==> src/rtl/cpu_pkg.sv <==
// Shared definitions for the multi-cycle CPU: opcodes, FSM states, ALU ops
// and instruction field positions.
package cpu_pkg;

  // Opcodes (instruction bits [15:12])
  localparam logic [3:0] OP_ADD  = 4'h0;
  localparam logic [3:0] OP_SUB  = 4'h1;
  localparam logic [3:0] OP_AND  = 4'h2;
  localparam logic [3:0] OP_OR   = 4'h3;
  localparam logic [3:0] OP_SLT  = 4'h4;
  localparam logic [3:0] OP_ADDI = 4'h5;
  localparam logic [3:0] OP_LW   = 4'h6;
  localparam logic [3:0] OP_SW   = 4'h7;
  localparam logic [3:0] OP_BEQ  = 4'h8;
  localparam logic [3:0] OP_J    = 4'h9;
  localparam logic [3:0] OP_HALT = 4'hF;

  // Instruction field slices
  localparam int OP_MSB = 15;
  localparam int OP_LSB = 12;
  localparam int RS_MSB = 11;
  localparam int RS_LSB = 8;
  localparam int RT_MSB = 7;
  localparam int RT_LSB = 4;
  localparam int RD_MSB = 3;
  localparam int RD_LSB = 0;

  // FSM states; the encoding is visible on the state output
  typedef enum logic [2:0] {
    ST_FETCH  = 3'd0,
    ST_DECODE = 3'd1,
    ST_EXEC   = 3'd2,
    ST_MEM    = 3'd3,
    ST_WB     = 3'd4,
    ST_HALTED = 3'd5
  } state_t;

  typedef enum logic [2:0] {
    ALU_ADD = 3'd0,
    ALU_SUB = 3'd1,
    ALU_AND = 3'd2,
    ALU_OR  = 3'd3,
    ALU_SLT = 3'd4
  } alu_op_t;

  // Loads, stores and ADDI reuse the adder for address / immediate sums.
  function automatic alu_op_t alu_op_of(input logic [3:0] op);
    case (op)
      OP_SUB:  return ALU_SUB;
      OP_AND:  return ALU_AND;
      OP_OR:   return ALU_OR;
      OP_SLT:  return ALU_SLT;
      default: return ALU_ADD;
    endcase
  endfunction

endpackage

==> src/rtl/multicycle_cpu_regfile.sv <==
// 16-entry register file: two async read ports, one debug read port,
// one synchronous write port. r0 always reads zero.
module regfile_2r1w
  import cpu_pkg::*;
#(
  parameter int DATA_W = 16
) (
  input  logic              clk,
  input  logic              rst,
  input  logic [3:0]        i_ra1,
  input  logic [3:0]        i_ra2,
  input  logic [3:0]        i_dbg_ra,
  output logic [DATA_W-1:0] o_rd1,
  output logic [DATA_W-1:0] o_rd2,
  output logic [DATA_W-1:0] o_dbg_rd,
  input  logic              i_we,
  input  logic [3:0]        i_wa,
  input  logic [DATA_W-1:0] i_wd
);

  logic [DATA_W-1:0] r_mem [16];

  // Clear on reset; writes to r0 are discarded so it stays zero
  always_ff @(posedge clk) begin
    if (rst) begin
      for (int i = 0; i < 16; i++) r_mem[i] <= '0;
    end else if (i_we && (i_wa != 4'd0)) begin
      r_mem[i_wa] <= i_wd;
    end
  end

  // Combinational reads with r0 forced to zero
  always_comb begin
    o_rd1    = (i_ra1    == 4'd0) ? '0 : r_mem[i_ra1];
    o_rd2    = (i_ra2    == 4'd0) ? '0 : r_mem[i_ra2];
    o_dbg_rd = (i_dbg_ra == 4'd0) ? '0 : r_mem[i_dbg_ra];
  end

endmodule

==> src/rtl/multicycle_cpu.sv <==
// Multi-cycle 16-bit-ISA CPU. One FSM walks FETCH/DECODE/EXEC/MEM/WB;
// instruction and data memories sit behind req/ready handshakes.
//
// Handshake: req is a pure function of state and stays high (with address
// and data held in registers, hence stable) until the cycle in which ready
// is sampled high at the clock edge; that edge completes the transfer.
// ready without req is ignored. Both reqs are forced low while rst is high.
module multicycle_cpu
  import cpu_pkg::*;
#(
  parameter int              DATA_W   = 16,
  parameter int              PC_W     = 16,
  parameter int              DMEM_AW  = 16,
  parameter logic [PC_W-1:0] RESET_PC = '0
) (
  input  logic               clk,
  input  logic               rst,
  output logic               imem_req,
  output logic [PC_W-1:0]    imem_addr,
  input  logic [15:0]        imem_rdata,
  input  logic               imem_ready,
  output logic               dmem_req,
  output logic               dmem_we,
  output logic [DMEM_AW-1:0] dmem_addr,
  output logic [DATA_W-1:0]  dmem_wdata,
  input  logic [DATA_W-1:0]  dmem_rdata,
  input  logic               dmem_ready,
  input  logic [3:0]         dbg_raddr,
  output logic [DATA_W-1:0]  dbg_rdata,
  output logic [PC_W-1:0]    pc,
  output logic [15:0]        ir,
  output logic [2:0]         state,
  output logic               halted,
  output logic [31:0]        instr_cnt
);

  state_t            r_state;
  logic [PC_W-1:0]   r_pc;
  logic [15:0]       r_ir;
  logic [DATA_W-1:0] r_a;
  logic [DATA_W-1:0] r_b;
  logic [DATA_W-1:0] r_res;   // ALU result, then load data for LW
  logic [31:0]       r_cnt;

  logic [3:0]        w_op;
  logic [3:0]        w_rs;
  logic [3:0]        w_rt;
  logic [3:0]        w_rd;
  logic              w_is_rtype;
  logic [DATA_W-1:0] w_imm_d;
  logic [PC_W-1:0]   w_imm_pc;
  logic [DATA_W-1:0] w_rs_data;
  logic [DATA_W-1:0] w_rt_data;
  logic [DATA_W-1:0] w_alu_b;
  logic [DATA_W-1:0] w_alu_res;
  alu_op_t           w_alu_op;
  logic              w_wb_we;
  logic [3:0]        w_wb_addr;

  assign w_op       = r_ir[OP_MSB:OP_LSB];
  assign w_rs       = r_ir[RS_MSB:RS_LSB];
  assign w_rt       = r_ir[RT_MSB:RT_LSB];
  assign w_rd       = r_ir[RD_MSB:RD_LSB];
  assign w_is_rtype = (w_op <= OP_SLT);
  assign w_imm_d    = DATA_W'($signed(r_ir[RD_MSB:RD_LSB]));
  assign w_imm_pc   = PC_W'($signed(r_ir[RD_MSB:RD_LSB]));
  assign w_alu_op   = alu_op_of(w_op);
  assign w_alu_b    = w_is_rtype ? r_b : w_imm_d;

  // R-type writes rd; ADDI and LW write rt
  assign w_wb_we    = (r_state == ST_WB);
  assign w_wb_addr  = w_is_rtype ? w_rd : w_rt;

  regfile_2r1w #(.DATA_W(DATA_W)) u_regfile (
    .clk      (clk),
    .rst      (rst),
    .i_ra1    (w_rs),
    .i_ra2    (w_rt),
    .i_dbg_ra (dbg_raddr),
    .o_rd1    (w_rs_data),
    .o_rd2    (w_rt_data),
    .o_dbg_rd (dbg_rdata),
    .i_we     (w_wb_we),
    .i_wa     (w_wb_addr),
    .i_wd     (r_res)
  );

  // Shared ALU operating on the latched operands
  always_comb begin
    w_alu_res = '0;
    unique case (w_alu_op)
      ALU_ADD: w_alu_res = r_a + w_alu_b;
      ALU_SUB: w_alu_res = r_a - w_alu_b;
      ALU_AND: w_alu_res = r_a & w_alu_b;
      ALU_OR:  w_alu_res = r_a | w_alu_b;
      ALU_SLT: w_alu_res = {{(DATA_W-1){1'b0}}, ($signed(r_a) < $signed(w_alu_b))};
      default: w_alu_res = '0;
    endcase
  end

  // Instruction sequencer; pc already points past the instruction in EXEC
  always_ff @(posedge clk) begin
    if (rst) begin
      r_state <= ST_FETCH;
      r_pc    <= RESET_PC;
      r_ir    <= '0;
      r_a     <= '0;
      r_b     <= '0;
      r_res   <= '0;
      r_cnt   <= '0;
    end else begin
      case (r_state)
        ST_FETCH: begin
          if (imem_ready) begin
            r_ir    <= imem_rdata;
            r_pc    <= r_pc + PC_W'(1);
            r_state <= ST_DECODE;
          end
        end
        ST_DECODE: begin
          r_a     <= w_rs_data;
          r_b     <= w_rt_data;
          r_state <= ST_EXEC;
        end
        ST_EXEC: begin
          case (w_op)
            OP_ADD, OP_SUB, OP_AND, OP_OR, OP_SLT, OP_ADDI: begin
              r_res   <= w_alu_res;
              r_state <= ST_WB;
            end
            OP_LW, OP_SW: begin
              r_res   <= w_alu_res;
              r_state <= ST_MEM;
            end
            OP_BEQ: begin
              if (r_a == r_b) r_pc <= r_pc + w_imm_pc;
              r_cnt   <= r_cnt + 32'd1;
              r_state <= ST_FETCH;
            end
            OP_J: begin
              r_pc    <= PC_W'(r_ir[RS_MSB:RD_LSB]);
              r_cnt   <= r_cnt + 32'd1;
              r_state <= ST_FETCH;
            end
            OP_HALT: begin
              r_state <= ST_HALTED;
            end
            default: begin
              r_cnt   <= r_cnt + 32'd1;
              r_state <= ST_FETCH;
            end
          endcase
        end
        ST_MEM: begin
          if (dmem_ready) begin
            if (w_op == OP_SW) begin
              r_cnt   <= r_cnt + 32'd1;
              r_state <= ST_FETCH;
            end else begin
              r_res   <= dmem_rdata;
              r_state <= ST_WB;
            end
          end
        end
        ST_WB: begin
          r_cnt   <= r_cnt + 32'd1;
          r_state <= ST_FETCH;
        end
        ST_HALTED: begin
          r_state <= ST_HALTED;
        end
        default: begin
          r_state <= ST_FETCH;
        end
      endcase
    end
  end

  // Memory requests follow the state; reset masks them immediately
  always_comb begin
    imem_req   = !rst && (r_state == ST_FETCH);
    imem_addr  = r_pc;
    dmem_req   = !rst && (r_state == ST_MEM);
    dmem_we    = dmem_req && (w_op == OP_SW);
    dmem_addr  = r_res[DMEM_AW-1:0];
    dmem_wdata = r_b;
  end

  assign pc        = r_pc;
  assign ir        = r_ir;
  assign state     = r_state;
  assign halted    = (r_state == ST_HALTED);
  assign instr_cnt = r_cnt;

endmodule

==> config.mk <==
export PLATFORM = sky130hd
export DESIGN_NAME = multicycle_cpu
export DESIGN_NICKNAME = d
export VERILOG_FILES = /design/src/rtl/cpu_pkg.sv /design/src/rtl/multicycle_cpu_regfile.sv /design/src/rtl/multicycle_cpu.sv
export SDC_FILE = /design/constraint.sdc
export NUM_CORES = 1
export LEC_CHECK = 0
export ABC_CLOCK_PERIOD_IN_PS = 9700
export CELL_PAD_IN_SITES_DETAIL_PLACEMENT = 2
export CELL_PAD_IN_SITES_GLOBAL_PLACEMENT = 2
export CORE_AREA = 2 2 239 241
export DETAILED_ROUTE_END_ITERATION = 10
export DIE_AREA = 0 0 241 243
export PLACE_DENSITY = 0.89
export SYNTH_ARGS = -nofsm -noshare
export SYNTH_HDL_FRONTEND = slang
export SYNTH_SLANG_ARGS = --single-unit
==> constraint.sdc <==
create_clock -name clk -period 9.7 [get_ports clk]
set_input_delay 2.91 -clock clk [delete_from_list [all_inputs] [get_ports clk]]
set_output_delay 2.91 -clock clk [all_outputs]
set_load 0.1 [all_outputs]
Yosys cells after proc, flatten, opt, wreduce, memory -nomap -nowiden:

Memory sizes are Yosys's and may differ from the RTL's. A register that Yosys moved wholly into a read port is not among the register bits.
Cells that the tools add are included.

* flip-flop bits (word level): 115
* output and inout bits: 135
* input port bits: 40
* memories: 1
* logic and storage cells: 106
* bits in writable memories: 256

Memory list
* u_regfile.r_mem: depth 16, width 16, read ports 3, clocked after Yosys merged registers in 2, wr ports 16, RTL line multicycle_cpu_regfile.sv:21 `logic [DATA_W-1:0] r_mem [16];`

* add/subtract/negate cells: 5
* multiplexer cells: 36
* $lt $le $gt $ge: 2
* eq/ne operators: 28
* reductions and logical operators: 25
* bitwise operators: 2

Operators with widths (number)
* $mux 16: 10
* $mux 32: 3
* $pmux 16 s2: 3
* $pmux 32 s3: 1
* $pmux 16 s5: 1
* $add 16x16->16: 2
* $add 32x1->32 const B: 1
* $mux 4: 6
* $add 16x1->16 const B: 1
* $and 16x16->16: 1
* $eq 16x16->1: 1
* $eq 4x3->1 const B: 4
* $logic_not 4->1: 4
* $lt 16x16->1: 1
* $or 16x16->16: 1
* $reduce_or 16->1: 1
* $sub 16x16->16: 1
* $pmux 3 s5: 1
* $eq 3x2->1 const B: 4
* $eq 4x4->1 const B: 3
* $ne 2x2->1 const B: 6
* $pmux 3 s4: 1
* $reduce_and 4->1: 3
* $eq 3x3->1 const B: 3
* 20 further kinds: 35

Depth between registers and ports, before layout:

Gate-level depths: netlist of the first run.

* depth in word-level cells: 9
* gate-level depth with buffers: 17
* mapped depth without buffers: 14

Modules after synthesis:

A second synthesis of the first run with hierarchy kept.

* cells, all modules: 2086
* area, all modules: 23666.4 um^2

By module, submodules not included
* regfile_2r1w: instances 1, cells each 938, seq. area each 7236.9 um^2, area an instance 15140.8 um^2
* multicycle_cpu: instances 1, cells each 1148, seq. area each 2302.2 um^2, area an instance 8525.7 um^2

Least setup slack after synthesis of the first run:

Ideal clock, no wire load.

* kind: in2out
* from: input rst
* to: output imem_req
* data arrival time: 6108 ps
* required time: 6790 ps
* stages: 3
* path buffers: 2
* path slack: 682 ps
* path through: clkbuf_1 -> clkbuf_1 -> nor4_1

* word-level cells in the longest chain between the ends: 2

RTL lines
* from (decl): RTL line multicycle_cpu.sv:17 `input logic rst,`
* $logic_not 1->1: RTL line multicycle_cpu.sv:181 `imem_req = !rst && (r_state == ST_FETCH);`
* $logic_and 1x1->1: RTL line multicycle_cpu.sv:181
* to (decl): RTL line multicycle_cpu.sv:18 `output logic imem_req,`

No other way between the ends.

Final worst setup path of the first run:

* from: input dbg_raddr[0]
* to: output dbg_rdata[9]

* word-level cells in the longest chain between the ends: 2
* elaborated cells between the ends (all ways): 3
* those cells by class: 1 x mux; 1 x reduce/logical; 1 x memory

RTL lines
* from (decl): RTL line multicycle_cpu.sv:28 `input logic [3:0] dbg_raddr,`
* $mem_v2 16x16 / $logic_not 4->1 (equally long branches)
* $mux 16 (*): RTL line multicycle_cpu_regfile.sv:36 `o_dbg_rd = (i_dbg_ra == 4'd0) ? '0 : r_mem[i_dbg_ra];`
* to (decl): RTL line multicycle_cpu.sv:29 `output logic [DATA_W-1:0] dbg_rdata,`

Mark *: on every way between the ends. The rest lies on a longest branch, timed or not.

==> results.ini, run 1 <==
[min_path]
min-delay-path-class=reg -> reg

[place]
place.port_buffers=174
place_hpwl_mm=67.17
dp_cells=2860
finalWeightedCongestion=0.8849

[global_routing]
number_of_antenna_violations_at_the_first_check_in_global_routing=6
grt-ovfl-total=0
first_global_vias=22290
grt.total_usage=0.3759
grt_pass1_wl_mm=160.0
maximum_number_of_pins_on_one_net_before_global_route_repair=66

[route]
met2WireLength_mm=52.61
met3_length_mm=11.14
avgViaCountPerCell=7.009
antenna_violating_nets_post_route=0
detail_route.wirelength.met1_mm=38.48
detailroute.via_count=20660
first_pass_iters=6
highest_layer=met5
drt_iter0_drc=2293
drt_wl_total_mm=109.6
drc=0
detail_route.wl_per_cell_um=37.16

[worst_setup_path]
critical_path_class=in -> out
crit_fanout=33
crit-reg2reg-capture=dmem_addr[12]
reg2reg_slack_ps=4460
timing.critical_path.from_type=primary input
timing.critical_path.arrival_ps=5450
worstSetupStartpoint=dbg_raddr[0]
crit_end=dbg_rdata[9]
timing.reg2reg.worst_path_depth=14
cp-end-kind=output pin
required_ps=6790
crit-reg2reg-launch=ir[12]

[timing]
worst_tran_pin_value_ps=1546
layout_worst_path_cycle_share=0.8617
setup_viol=0
worst_slew_margin_rel=-0.03162
fmax_ghz=0.1196
report.final.slew_viol_count=17
worst_clock_skew_on_the_final_layout_ps=28.85
fin_tns_setup_ps=0
rsz0062_at_grt=false
finalCriticalPeriod_ps=8358
hold_viol=0

[synth]
syn-cell-area_um2=24420
synth.lib_cells_used.distinct=98
synth_top_area_frac=0.3148
synth_enable_flop_cells=256
cell_type_with_the_highest_aggregate_area_in_the_netlist=sky130_fd_sc_hd__edfxtp_1
synth_seq_cells=379
synth_top_flop_cell=sky130_fd_sc_hd__edfxtp_1
yosys_warnings=0
postSynthAreaPerCell_um2=11.96
number_of_instances_in_the_synthesized_netlist=2042
ranking_of_synthesized_cells_by_area=sky130_fd_sc_hd__edfxtp_1, sky130_fd_sc_hd__mux4_2, sky130_fd_sc_hd__dfxtp_1, sky130_fd_sc_hd__and2_1, sky130_fd_sc_hd__ha_1
ys_async_sr_fraction=0
synth-seq-area-share=0.4157

[layout]
layout.cells.most_common=sky130_fd_sc_hd__edfxtp_1
final-instance-count-excl-fill=2948
nNetsFinal=2267
layout_common_cells=sky130_fd_sc_hd__edfxtp_1, sky130_fd_sc_hd__and2_1, sky130_fd_sc_hd__mux4_2
layout-drive-gt1-share=0.2005
post_synthesis_to_final_layout_area_growth_pct=15.40

[clocking]
cts-buffers-inserted=46
post_cts_repair_resize_count=0
postCtsHoldBufs=0
clock_sinks=379
maximum_root_to_sink_buffer_count=3
clock_tree.root_cell=sky130_fd_sc_hd__clkbuf_16
h-tree-depth=2
cts_tree=built
clk-insertion-delay-late_ps=620
postCtsSetupRepairBufs=0
cts.reportedPaths.clkPinSlew_ps=60

[die]
die_h_um=243
die_area_um2=58560
std_cell_rows=87
initial_core_util=0.4364
core_region_area_um2=55950
floorplan.die.width_um=241
pin_count=175

[power]
post-layout-total-power_mw=4.559
leakage_nw=9.841
cellPowerDensity_nw_per_um2=161.8
worst_ir_drop_vdd_mv=0.1661

[outcome]
failed_checks=max-capacitance violations, max-slew violations
status=complete, but fails checks

[job]
timing.max_cap.violations=1

[sequential cells by signal, summed over array words and instances (netlist names), named ones only]
name,flops
dmem_wdata,16
state,3
ir,16
instr_cnt,32
dmem_addr,16
u_regfile.r_mem,256
imem_addr,16
r_a,16
[synth_stat cells (all sizes together) (6+ instances only)]
cell and n:
a31oi 15, o21bai 6, nor2 122, a211oi 16
o211ai 14, nor3 31, or3 21, nor4 14
o221ai 10, o21ai 89, inv 67, xor2 29
dfxtp 123, nand2b 12, o2111ai 6, buf 80
and2 246, nand2 100, xnor2 18, o21a 14
nand4 12, nor3b 8, a221oi 7, a21o 25
nor2b 27, ha 72, a22oi 33, and3 11
nand3 36, o31ai 11, mux4 240, a21oi 95
a221o 6, edfxtp 256, clkbuf 93
[worst max-delay path, stage by stage]
cell	delay, ps
sky130_fd_sc_hd__buf_4	580
sky130_fd_sc_hd__buf_12	360
sky130_fd_sc_hd__mux4_2	590
sky130_fd_sc_hd__mux4_2	560
sky130_fd_sc_hd__nor2b_1	180
sky130_fd_sc_hd__buf_4	230
[area by class of cell]
class / instances / area, um2
clock buffers: 60 / 1254
inverters: 67 / 251.5
well taps: 756 / 945.9
clock inverters: 26 / 210.2
fillers: 5457 / 27770
multi-input cells: 1438 / 13300
flip-flops and latches: 379 / 10160
diodes: 2 / 5.005
repair buffers: 220 / 2049
[where the power goes]
group | switching (mW) | internal [mW]
sequential | 0.109 | 1.78
clock | 0.806 | 0.971
combinational | 0.577 | 0.319
[per-layer routing]
metal  GRT usage  vias to the layer above
met5           0                        -
met4      0.2122                        4
met3     0.09121                      481
met2      0.6147                     1533
met1      0.4532                    10640
li1            -                     8001
[worst min-delay path by stage]
stage | cells past startpoint | startpoint | slack (ps) | to
after detailed placement | 2 | instr_cnt[26] | 510 | instr_cnt[26]
after CTS | 2 | instr_cnt[29] | 530 | instr_cnt[29]
after global routing | 2 | instr_cnt[29] | 550 | instr_cnt[29]
after global placement | 2 | instr_cnt[12] | 480 | instr_cnt[12]
after floorplan | 2 | r_a[0] | 550 | r_a[0]
final | 2 | instr_cnt[12] | 520 | instr_cnt[12]
[metrics by stage]
stage                     hold WS, ps  setup slack (ps)  instance area [um2]  utilization
after floorplan                 551.5             682.5                24470            -
after global placement          475.2              1497                26710       0.4774
after detailed placement        509.2              1374                26710       0.4774
after CTS                       526.0              1336                28170       0.5035
after global routing            548.3              1259                28180       0.5036
final                           519.6              1342                28180       0.5036
[logic make-up (layout without fill, tap and decap cells)]
family                     count (synthesis)  in the layout  synth area share
DFF                                      379            379            0.4157
adders and majority gates                 75             75           0.03935
xor gates and xnor gates                  47             47           0.01686
other                                      1             18         0.0001536
and+or+nand+nor                          660            660            0.1490
buffers and inverters                    240            373           0.04392
AOI/OAI and AO/OA                        394            394            0.1111
muxes                                    246            246            0.2239
(Power assumes the default switching activity.)
==> inputs of run 2 (changes only) <==
CAP_MARGIN = 20   (was default)
==> run 2 against run 1 <==
The flow now finishes without violations. Clock skew fell by 3.5 ps. Via count rose by 0.54%. Fmax fell by 2.1%. Sequential share of layout area fell by 0.24 points. Register-to-register slack improved by 440 ps. Largest power group unchanged. Largest cell class unchanged. Total power fell by 0.53%. Combinational power rose by 0.6%. Final cell count rose by 0.14%.
==> results.ini, run 2 (synthesis gave the netlist of run 1 again) <==
[outcome]
status=finished clean  ; was complete, but fails checks

[timing]
worst_tran_pin_value_ps=1251  ; was 1546 ps
hold-worst-slack_ps=523.0  ; was 519.6 ps
fin_tns_setup_ps=0  ; unchanged
layout_worst_path_cycle_share=0.8802  ; was 0.8617
worst_slew_margin_rel=0.1648  ; was -0.03162
fmax_ghz=0.1171  ; was 0.1196 GHz
hold_viol=0  ; unchanged
rsz0062_at_grt=false  ; unchanged
setup_viol=0  ; unchanged
finalCriticalPeriod_ps=8538  ; was 8358 ps
worst_clock_skew_on_the_final_layout_ps=25.33  ; was 28.85 ps
report.final.slew_viol_count=0  ; was 17

[route]
antenna_violating_nets_post_route=0  ; unchanged
drc=0  ; unchanged
avgViaCountPerCell=7.038  ; was 7.009
detailroute.via_count=20780  ; was 20660
detail_route.wl_per_cell_um=37.07  ; was 37.16 um
first_pass_iters=5  ; was 6
drt_wl_total_mm=109.4  ; was 109.6 mm
drt_iter0_drc=2507  ; was 2293

[power]
cell_internal_pwr_mw=3.080  ; was 3.068 mW
power.share.switching=0.3209  ; was 0.3272
net-switching-power_mw=1.455  ; was 1.492 mW
cellPowerDensity_nw_per_um2=159.9  ; was 161.8 nW/um2
leakage_nw=9.922  ; was 9.841 nW
worst_ir_drop_vdd_mv=0.1624  ; was 0.1661 mV
share_comb_of_total_power=0.199  ; was 0.196
power.share.sequential=0.416  ; was 0.414
clock_power_share=0.385  ; was 0.390
post-layout-total-power_mw=4.535  ; was 4.559 mW

[layout]
layout.cells.most_common=sky130_fd_sc_hd__edfxtp_1  ; unchanged
layout-drive-gt1-share=0.2024  ; was 0.2005
filler_cell_count=5372  ; was 5457
layout_common_cells=sky130_fd_sc_hd__edfxtp_1, sky130_fd_sc_hd__and2_1, sky130_fd_sc_hd__mux4_2  ; unchanged
nNetsFinal=2277  ; was 2267
largest_register=u_regfile.r_mem  ; unchanged
post-route-util=0.5070  ; was 0.5036
final-instance-count-excl-fill=2952  ; was 2948
largest_reg_flops=256  ; unchanged
post_synthesis_to_final_layout_area_growth_pct=16.17  ; was 15.40%

[die]
std_cell_rows=87  ; unchanged
die_area_um2=58560  ; unchanged
die_h_um=243  ; unchanged
initial_core_util=0.4364  ; unchanged
core_region_area_um2=55950  ; unchanged
pin_count=175  ; unchanged
floorplan.die.width_um=241  ; unchanged

[worst_setup_path]
timing.critical_path.arrival_ps=5630  ; was 5450 ps
timing.critical_path.from_type=primary input  ; unchanged
cp-end-kind=output pin  ; unchanged
crit-reg2reg-launch=ir[12]  ; unchanged
reg2reg_slack_ps=4900  ; was 4460 ps
critical_path_class=in -> out  ; unchanged
timing.reg2reg.worst_path_depth=15  ; was 14
crit_fanout=33  ; unchanged
crit-reg2reg-capture=dmem_addr[12]  ; unchanged
required_ps=6790  ; about the same

[global_routing]
grtUsageMet1=0.4536  ; was 0.4532
grt-busiest-layer=met2  ; unchanged
number_of_antenna_violations_at_the_first_check_in_global_routing=7  ; was 6
globalRouteMet3Util=0.09144  ; was 0.09121
first_global_vias=22130  ; was 22290
grt_pass1_wl_mm=158.9  ; was 160.0 mm
grt.total_usage=0.3740  ; was 0.3759
grt_use_met2=0.6034  ; was 0.6147
maximum_number_of_pins_on_one_net_before_global_route_repair=66  ; unchanged
grt-ovfl-total=0  ; unchanged

[clocking]
cts_tree=built  ; unchanged
postCtsHoldBufs=0  ; unchanged
clock_sinks=379  ; unchanged
postCtsSetupRepairBufs=0  ; unchanged
h-tree-depth=2  ; unchanged
clk-insertion-delay-late_ps=610  ; was 620 ps
post_cts_repair_resize_count=0  ; unchanged
cts.reportedPaths.clkPinSlew_ps=60  ; about the same
clock_tree.root_cell=sky130_fd_sc_hd__clkbuf_16  ; unchanged
cts-buffers-inserted=44  ; was 46
maximum_root_to_sink_buffer_count=3  ; unchanged

[min_path]
min-delay-path-class=reg -> reg  ; unchanged
worst_hold_path.endpoint=instr_cnt[12]  ; unchanged
worst_hold_path_startpoint=instr_cnt[12]  ; unchanged
hold-path-cell-count=2  ; unchanged

[place]
place_hpwl_mm=68.77  ; was 67.17 mm
dp_cells=2866  ; was 2860
finalWeightedCongestion=0.8849  ; unchanged
place.port_buffers=174  ; unchanged

[job]
timing.max_cap.violations=0  ; was 1

==> run 2: cell types whose count changed in the layout (fill, tap and decap cells not counted), sizes merged <==
| cell | previous run | this run |
|---|---|---|
| clkinvlp | 4 | 3 |
| clkbuf | 60 | 62 |
| buf | 65 | 77 |
| clkinv | 18 | 11 |
| inv | 69 | 67 |
==> run 2: power groups by stage <==
stage	combinational, mW	sequential [mW]	clock [mW]
after floorplan	0.548	1.93	0
after global placement	0.812	1.89	0
after detailed placement	0.860	1.91	0
after CTS	0.879	1.88	1.75
after global routing	0.928	1.89	1.80
final	0.901	1.89	1.75
==> run 2: cell type report <==
class	instances	area (um2)	area share
Multi-Input combinational cell	1438	13300	0.4689
Sequential cell	379	10160	0.3583
Timing Repair Buffer	232	2243	0.07909
Clock buffer	62	1282	0.04521
Tap cell	756	945.9	0.03335
Inverter	67	251.5	0.008866
Clock inverter	16	173.9	0.006131
Antenna cell	2	5.005	0.0001764
==> run 2: per-layer routing <==
layer / vias up / share of wire / wire length (um)
met1: 10620 / 0.35 / 38010
li1: 8022 / - / -
met4: 8 / 0.063 / 6928
met3: 483 / 0.11 / 11590
met2: 1639 / 0.48 / 52850
met5: - / 0.00046 / 50
==> run 2: through the flow <==
| stage | worst slack (ps) | area [um2] |
|---|---|---|
| 2_1_floorplan | 682.5 | 24470 |
| 3_3_place_gp | 1497 | 26710 |
| 3_5_place_dp | 1321 | 26810 |
| 4_1_cts | 1203 | 28270 |
| 5_1_grt | 1077 | 28360 |
| 6_report | 1162 | 28360 |
==> run 2: worst max-delay path by stage <==
stage	from	endpoint	slack, ps	cells after the start
6_report	dbg_raddr[0]	dbg_rdata[6]	1160	6
5_1_grt	dbg_raddr[0]	dbg_rdata[6]	1080	6
2_1_floorplan	rst	imem_req	680	3
3_3_place_gp	dbg_raddr[0]	dbg_rdata[6]	1500	6
3_5_place_dp	dbg_raddr[0]	dbg_rdata[12]	1320	6
4_1_cts	dbg_raddr[0]	dbg_rdata[6]	1200	6
==> run 2: worst max-delay path, stage by stage <==
cell                      delay [ps]
sky130_fd_sc_hd__buf_4           590
sky130_fd_sc_hd__buf_12          370
sky130_fd_sc_hd__mux4_2          660
sky130_fd_sc_hd__mux4_2          650
sky130_fd_sc_hd__nor2b_1         190
sky130_fd_sc_hd__buf_4           230
==> inputs of run 3 (changes only) <==
RECOVER_POWER = 50   (was default)
==> run 3 against run 2 <==
The flow now finishes with violations (max-capacitance violations, max-slew violations). Register-to-register slack lost 30 ps. Sequential cell count did not move. Routed wire length decreased by 0.14%. Cell area down 0.60%. Die area did not move. Clock power hardly changed. Clock skew is 2.0 ps higher. Via count up 0.21%. Total power fell by 0.11%. First-iteration DRC count decreased by 2.6%. Sequential power barely moved. Worst hold slack lost 3.3 ps. Largest power group unchanged.
==> results.ini, run 3 (synthesis gave the netlist of run 1 again) <==
[die]
die_h_um=243  ; unchanged
initial_core_util=0.4364  ; unchanged
core_region_area_um2=55950  ; unchanged
floorplan.die.width_um=241  ; unchanged
std_cell_rows=87  ; unchanged
die_area_um2=58560  ; unchanged
pin_count=175  ; unchanged

[clocking]
postCtsHoldBufs=0  ; unchanged
clock_tree.root_cell=sky130_fd_sc_hd__clkbuf_16  ; unchanged
h-tree-depth=2  ; unchanged
post_cts_repair_resize_count=0  ; unchanged
postCtsSetupRepairBufs=0  ; unchanged
maximum_root_to_sink_buffer_count=3  ; unchanged
cts_tree=built  ; unchanged
cts.reportedPaths.clkPinSlew_ps=60  ; about the same
clk-insertion-delay-late_ps=610  ; about the same
cts-buffers-inserted=44  ; unchanged
clock_sinks=379  ; unchanged

[worst_setup_path]
cp-end-kind=output pin  ; unchanged
timing.critical_path.from_type=primary input  ; unchanged
critical_path_class=in -> out  ; unchanged
worst_path_largest_cell_delay_ps=1640  ; was 660 ps
critical_path.slowest_cell=sky130_fd_sc_hd__clkbuf_1  ; was sky130_fd_sc_hd__mux4_2
crit_fanout=48  ; was 33
cp_cell_sequence=clkbuf_1 -> nor3_1 -> clkdlybuf4s50_1  ; was buf_4 -> buf_12 -> mux4_2 -> mux4_2 -> nor2b_1 -> buf_4
required_ps=6790  ; about the same
timing.critical_path.arrival_ps=5890  ; was 5630 ps

[outcome]
status=complete, but fails checks  ; was finished clean
failed_checks=max-capacitance violations, max-slew violations

[min_path]
min-delay-path-class=reg -> reg  ; unchanged

[route]
antenna_violating_nets_post_route=0  ; unchanged
detail_route.wl_per_cell_um=36.96  ; was 37.07 um
drt_iter0_drc=2443  ; was 2507
first_pass_iters=5  ; unchanged
drc=0  ; unchanged
detailroute.via_count=20820  ; was 20780
avgViaCountPerCell=7.040  ; was 7.038
drt_wl_total_mm=109.3  ; was 109.4 mm

[job]
timing.max_cap.violations=8  ; was 0

[timing]
report.final.slew_viol_count=170  ; was 0
rsz0062_at_grt=false  ; unchanged
fin_tns_setup_ps=0  ; unchanged
worst_slack_ps=895.7  ; was 1162 ps
worst_slew_margin_rel=-0.5729  ; was 0.1648
layout_worst_path_cycle_share=0.9077  ; was 0.8802
fmax_ghz=0.1136  ; was 0.1171 GHz
hold_viol=0  ; unchanged
finalCriticalPeriod_ps=8804  ; was 8538 ps
setup_viol=0  ; unchanged
worst_tran_pin_value_ps=2359  ; was 1251 ps
worst_clock_skew_on_the_final_layout_ps=27.30  ; was 25.33 ps

[power]
leakage_nw=9.866  ; was 9.922 nW
worst_ir_drop_vdd_mv=0.1627  ; was 0.1624 mV
cellPowerDensity_nw_per_um2=160.7  ; was 159.9 nW/um2

[place]
detailedPlace.worstSlack_ps=1321  ; unchanged
place.port_buffers=174  ; unchanged
place_hpwl_mm=68.77  ; unchanged
finalWeightedCongestion=0.8849  ; unchanged

[global_routing]
grt_pass1_wl_mm=158.9  ; unchanged
grt.total_usage=0.3740  ; unchanged
maximum_number_of_pins_on_one_net_before_global_route_repair=66  ; unchanged
number_of_antenna_violations_at_the_first_check_in_global_routing=9  ; was 7
grt-ovfl-total=0  ; unchanged
first_global_vias=22130  ; unchanged

[layout]
layout.cells.most_common=sky130_fd_sc_hd__edfxtp_1  ; unchanged
largest_reg_flops=256  ; unchanged
largest_register=u_regfile.r_mem  ; unchanged
nNetsFinal=2277  ; unchanged
post-route-util=0.5039  ; was 0.5070
post_synthesis_to_final_layout_area_growth_pct=15.47  ; was 16.17%
layout-drive-gt1-share=0.1882  ; was 0.2024
layout_common_cells=sky130_fd_sc_hd__edfxtp_1, sky130_fd_sc_hd__mux4_2, sky130_fd_sc_hd__and2_0  ; was sky130_fd_sc_hd__edfxtp_1, sky130_fd_sc_hd__and2_1, sky130_fd_sc_hd__mux4_2

-- run 3: path summary, 6_finish.rpt --
kind / startpoint / to / slack [ps] / cells after the start
worst min-delay path: instr_cnt[12] / instr_cnt[12] / 520 / 2
worst min register to register: instr_cnt[12] / instr_cnt[12] / 520 / 2
worst max-delay path: rst / dmem_we / 900 / 3
worst max register to register: ir[12] / dmem_addr[8] / 4870 / 14
-- run 3: where the power goes --
part / internal (mW) / switching, mW / total, mW
registers: 1.78 / 0.107 / 1.89
clock network: 0.980 / 0.767 / 1.75
logic: 0.319 / 0.578 / 0.898
total: 3.08 / 1.45 / 4.53
-- run 3: per-stage QoR --
step	std cells	instance area [um2]	power, mW	hold slack [ps]
floorplan	2057	24470	2.477	551.5
global placement	2860	26710	2.706	475.2
detailed placement	2866	26810	2.768	510.2
CTS	2944	28270	4.510	519.2
global route	2951	28180	4.615	544.0
finish	2957	28190	4.530	519.7
-- run 3: final cells by class --
type | instances | area (um2)
repair buffers | 232 | 2133
clock inverters | 16 | 173.9
flip-flops and latches | 379 | 10160
diodes | 7 | 17.52
clock buffers | 62 | 1282
multi-input cells | 1438 | 13230
well taps | 756 | 945.9
fillers | 5387 | 27760
inverters | 67 | 251.5
-- run 3: worst max-delay path: cells and delay by family --
family | cells | cell delay (ps)
and+or+nand+nor | 1 | 220
buffers and inverters | 2 | 2710
-- run 3: layer usage --
layer  global-route usage  vias up  wire length [um]  part of all wire
li1                     -     8019                 -                 -
met1               0.4536    10620             37860              0.35
met2               0.6034     1667             52440              0.48
met3              0.09144      506             11790              0.11
met4               0.2206        6              7164             0.066
met5                    0        -                36           0.00033
